===== src/rtl/fifo_arb_pkg.sv =====
// fifo_arb_pkg: shared state encoding, default sizes and onehot/index helpers
// for the FIFO write-port arbiter.
package fifo_arb_pkg;

    localparam int N_DEF = 4;
    localparam int DW_DEF = 8;
    localparam int MAX_N = 32;

    typedef enum logic {
        IDLE = 1'b0,
        LOCK = 1'b1
    } arb_state_t;

    function automatic logic [MAX_N-1:0] idx_to_onehot(input logic [31:0] idx);
        return MAX_N'(1) << idx;
    endfunction

    function automatic logic [31:0] onehot_to_idx(input logic [MAX_N-1:0] oh);
        logic [31:0] r;
        r = '0;
        for (int i = 0; i < MAX_N; i++)
            r = oh[i] ? 32'(i) : r;
        return r;
    endfunction

endpackage


===== src/rtl/rr_priority_select.sv =====
// rr_priority_select: combinational rotating priority encoder; picks the first
// set request starting at rr_ptr and wrapping modulo N.
module rr_priority_select #(
    parameter int N = 4,
    parameter int IDX_W = $clog2(N)
) (
    input  logic [N-1:0]     req,
    input  logic [IDX_W-1:0] rr_ptr,
    output logic             any,
    output logic [IDX_W-1:0] idx
);

    logic [N-1:0] rot;

    // Rotating the doubled vector puts req[rr_ptr] at bit 0, so the lowest set
    // bit of rot is the winner; scanning downwards leaves the lowest one last.
    always_comb begin
        rot = N'({req, req} >> rr_ptr);
        any = |req;
        idx = '0;
        for (int k = N - 1; k >= 0; k--)
            idx = rot[k] ? IDX_W'((int'(rr_ptr) + k) % N) : idx;
    end

endmodule


===== src/rtl/fifo_write_arbiter.sv =====
// fifo_write_arbiter: packet-locked round-robin sharing of one FIFO write port.
// Define PKT_TIMEOUT_EN to build the idle-owner timeout that forcibly drops the lock.
module fifo_write_arbiter
    import fifo_arb_pkg::*;
#(
    parameter int N = N_DEF,
    parameter int DW = DW_DEF,
    parameter int IDX_W = $clog2(N),
    parameter int TIMEOUT = 16
) (
    input  logic              clk,
    input  logic              rst,
    input  logic [N-1:0]      req,
    input  logic [N-1:0]      valid,
    input  logic [N-1:0]      eop,
    input  logic [N*DW-1:0]   data,
    output logic [N-1:0]      ready,
    output logic [N-1:0]      grant,
    output logic [IDX_W-1:0]  owner_idx,
    input  logic              wfull,
    output logic              winc,
    output logic [DW-1:0]     wdata,
    output logic              timeout
);

    arb_state_t       state_q, state_d;
    logic [N-1:0]     grant_q, grant_d;
    logic [IDX_W-1:0] idx_q, idx_d, rr_q, rr_d;
    logic [IDX_W-1:0] sel_idx, next_ptr;
    logic             sel_any, owner_valid, owner_eop, done, tmo;

    rr_priority_select #(.N(N), .IDX_W(IDX_W)) u_sel (
        .req    (req),
        .rr_ptr (rr_q),
        .any    (sel_any),
        .idx    (sel_idx)
    );

    // grant_q is all-zero in IDLE, so the mux below yields zeros there for free.
    always_comb begin
        owner_valid = |(valid & grant_q);
        owner_eop = |(eop & grant_q);
        wdata = '0;
        for (int i = 0; i < N; i++)
            wdata = wdata | (data[i*DW +: DW] & {DW{grant_q[i]}});
    end

    assign winc = owner_valid & ~wfull;
    assign ready = wfull ? '0 : grant_q;
    assign done = winc & owner_eop;
    assign next_ptr = (idx_q == IDX_W'(N - 1)) ? '0 : idx_q + IDX_W'(1);
    assign grant = grant_q;
    assign owner_idx = idx_q;
    assign timeout = tmo;

    always_comb begin
        state_d = state_q;
        grant_d = grant_q;
        idx_d = idx_q;
        rr_d = rr_q;
        if (state_q == IDLE) begin
            if (sel_any) begin
                state_d = LOCK;
                grant_d = N'(idx_to_onehot(32'(sel_idx)));
                idx_d = sel_idx;
            end
        end else if (done || tmo) begin
            state_d = IDLE;
            grant_d = '0;
            rr_d = next_ptr;
        end
    end

    always_ff @(posedge clk) begin
        if (rst) begin
            state_q <= IDLE;
            grant_q <= '0;
            idx_q <= '0;
            rr_q <= '0;
        end else begin
            state_q <= state_d;
            grant_q <= grant_d;
            idx_q <= idx_d;
            rr_q <= rr_d;
        end
    end

`ifdef PKT_TIMEOUT_EN
    localparam int TW = $clog2(TIMEOUT + 1);

    logic [TW-1:0] timer_q, timer_d;

    // Only cycles where the owner presents nothing count; wfull stalls keep valid high.
    always_comb begin
        tmo = (state_q == LOCK) && !owner_valid && (timer_q == TW'(TIMEOUT - 1));
        timer_d = (state_q == LOCK && !owner_valid && !tmo) ? timer_q + TW'(1) : '0;
    end

    always_ff @(posedge clk) begin
        if (rst)
            timer_q <= '0;
        else
            timer_q <= timer_d;
    end
`else
    assign tmo = 1'b0;
`endif

endmodule

===== config.mk =====
export PLATFORM = sky130hd
export DESIGN_NAME = fifo_write_arbiter
export DESIGN_NICKNAME = d
export VERILOG_FILES = /design/src/rtl/fifo_arb_pkg.sv /design/src/rtl/rr_priority_select.sv /design/src/rtl/fifo_write_arbiter.sv
export SDC_FILE = /design/constraint.sdc
export NUM_CORES = 1
export LEC_CHECK = 0
export ABC_AREA = 1
export BUFFER_PORTS_ARGS = -buffer_cell sky130_fd_sc_hd__clkbuf_2
export CORE_UTILIZATION = 39
export CTS_CLUSTER_DIAMETER = 30
export DETAILED_ROUTE_END_ITERATION = 10
export PLACE_DENSITY = 0.84
export SYNTH_ARGS = -nofsm -noshare
export SYNTH_HDL_FRONTEND = slang
export SYNTH_SLANG_ARGS = --single-unit
export TNS_END_PERCENT = 10

===== constraint.sdc =====
create_clock -name clk -period 1.65 [get_ports clk]
set_clock_uncertainty 0.2 [all_clocks]
set_input_delay 0.2475 -clock clk [delete_from_list [all_inputs] [get_ports clk]]
set_output_delay 0.2475 -clock clk [all_outputs]
set_load 0.1 [all_outputs]

==> flow_summary.ini <==
[clock_tree]
cts-htree-levels = 1
numCtsBuffers = 3
ctsHoldBuffers = 0
clk_pin_slew_ns = 0.07
clock_sinks = 9
root_buffer = clkbuf_4
cts_tree = yes
clk_latency_ns = 0.27
clockBufferDepth = 2

[pwr]
clkPwrFrac_pct = 17.1
power.total_w = 0.00106
p_leak_nw = 0.828
intPower_w = 0.000538
power_frac_seq_pct = 22.5
swShare_pct = 49.1
p_sw_w = 0.000519
vdd_drop_max_mv = 0.664
p_per_area_mw_per_mm2 = 647
combinationalPowerShare_pct = 60.4

[global_routing]
grt_use_met3_pct = 4.67
use_met2_pct = 48.6
grt_start_max_net_pins = 11
grt_util_met1_pct = 29.3
grt_antenna_before_repair = 0
grt_pass1_vias = 1183
grt_pass1_wl_mm = 5.06
grt_use_total_pct = 26.6
top_usage_layer = met2
grt-ovfl-total = 0

[floorplan]
fp.dieH_microns = 49.2
dieWidth_microns = 49.2
num_io_pins = 67
die-area_sq_mm = 0.00242
core_sq_mm = 0.00202
start_util_pct = 43.0
rows = 16

[route]
wl_mm = 3.13
vias = 1307
drtIter0Drc = 25
first_pass_iters = 5
wire_per_inst_microns = 12.0
final_antenna_net_count = 0
via_per_inst = 5.01
drc = 0

[outcome]
violations = setup timing
outcome = complete, but fails checks

[worst_setup_path]
reg2reg_slack_ns = 0.10
critPathKind = flop to output pin
timing.rr.end = grant[0]$_SDFFE_PP0P_
timing.rr.start = grant[3]$_SDFFE_PP0P_
cp-end-kind = output pin
cp_max_fo = 7
crit_path_start = grant[2]$_SDFFE_PP0P_
required_ns = 1.20
startpoint_type = flop
crit_arrival_ns = 1.21
ff2ff_path_depth = 10

[timing]
fin_crit_sh_pct = 100
worst_slack_ns = -0.00533
drv_slew = 0
hold_viol_final = 0
rsz0062_at_grt = true
clock.fmax_ghz = 0.604
finalSetupViolations = 2
final.setup.tns_ns = -0.00660
min_period_ns = 1.66
hold_ws_ns = 0.0227

[finish]
fillCellCount = 144
multi_input_area_sq_um = 622
regArea_sq_um = 200
area.growth.synth_to_final_pct = 87.8
fin_nets = 283
antenna_cells = 0
drive_gt1_share_pct = 47.4
final_util_pct = 80.8

[synth]
syn_avg_cell_area_sq_um = 5.43
syn_inst = 160
yosys_warnings = 0
yosys_register_bits = 9
yosysUniqueCellTypes = 21
netlist_area_sq_um = 870
seq_area_frac_synth_pct = 20.7
syn_nets = 208

[place]
port_buffers = 65
dp_hpwl_mm = 2.46
finalWeightedCongestion = 0.904

[min_path]
hold_end = grant[3]$_SDFFE_PP0P_
hold_class = input pin to flop
min_path_cells = 2
min_from = rst

[job]
cap_viol_max_count = 0
synth_stat cells (all sizes together):
cell type  number  share of area (%)
a31oi           1               0.72
buf             4                3.3
a21oi           5                2.9
ha              1                1.4
nand2          69                 32
inv            19                8.8
dfxtp           9                 21
o211ai          1               0.86
nand3          18                 12
nand4           9                6.5
conb            1               0.43
nor2           15                6.5
o21ai           6                3.5
clkbuf          2               0.86
cell usage in the layout (no fill, tap or decap), types with 9 or more instances in the layout:
cell,n
nand2_1,57
clkbuf_2,46
nand3_1,16
buf_12,16
inv_1,14
nand2_2,12
nand4_1,9
nor2_1,9
buf_4,9
power by group through the flow:
| stage | sequential [W] | clock [W] | combinational, W |
|---|---|---|---|
| after floorplan | 0.000301 | 0 | 0.000323 |
| after global placement | 0.000253 | 0 | 0.000597 |
| after detailed placement | 0.000253 | 0 | 0.000603 |
| after CTS | 0.000239 | 0.000188 | 0.000631 |
| after global routing | 0.000240 | 0.000195 | 0.000666 |
| final | 0.000238 | 0.000181 | 0.000638 |
stage by stage:
stage	instances	instance area, sq um	worst slack, ns
after floorplan	160	915	-0.498
after global placement	250	1520	0.0953
after detailed placement	250	1520	0.00328
after CTS	261	1610	-0.0168
after global routing	261	1630	-0.0619
final	261	1630	-0.00533
flip-flops by register name, summed over array words and instances, names as in the netlist:
register and cells:
grant 4, owner_idx 2, rr_q 2, state_q 1
logic make-up (layout without fill, tap and decap cells):
kind of cell | count (synthesis) | count (layout) | synth area share [%]
DFF | 9 | 9 | 20.7
AOI/OAI and AO/OA | 13 | 13 | 7.91
buffers and inverters | 25 | 99 | 13.0
and+or+nand+nor | 111 | 111 | 56.5
adders and majority gates | 1 | 1 | 1.44
other | 1 | 1 | 0.431
timing repair:
action	in CTS	in global routing
buffers inserted	7	0
setup endpoints to repair	10	11
pin swaps	7	6
gates resized for setup	6	8
worst max-delay path, stage by stage (launching register included):
cell,delay [ns]
dfxtp_4,0.37
buf_6,0.13
nand2_2,0.04
nand4_1,0.17
buf_12,0.22
layer usage:
| metal | up-vias | routed length (microns) |
|---|---|---|
| met2 | 64 | 1530 |
| met4 | 0 | 68 |
| li1 | 657 | - |
| met5 | - | 0 |
| met1 | 580 | 1250 |
| met3 | 6 | 288 |
worst max path at each step:
stage / to / cells past startpoint
finish: wdata[1] / 4
global route: winc / 5
CTS: winc / 5
detailed placement: grant[0]$_SDFFE_PP0P_ / 9
global placement: grant[0]$_SDFFE_PP0P_ / 9
floorplan: rr_q[0]$_SDFFE_PP0P_ / 9
final cells by class:
type	instances	share of cell area [%]
Timing Repair Buffer	76	41.3
Multi-Input combinational cell	126	38.1
Inverter	19	4.67
Tap cell	27	2.07
Sequential cell	9	12.3
Clock buffer	4	1.61
No activity file was read; power rests on OpenSTA's default activity.
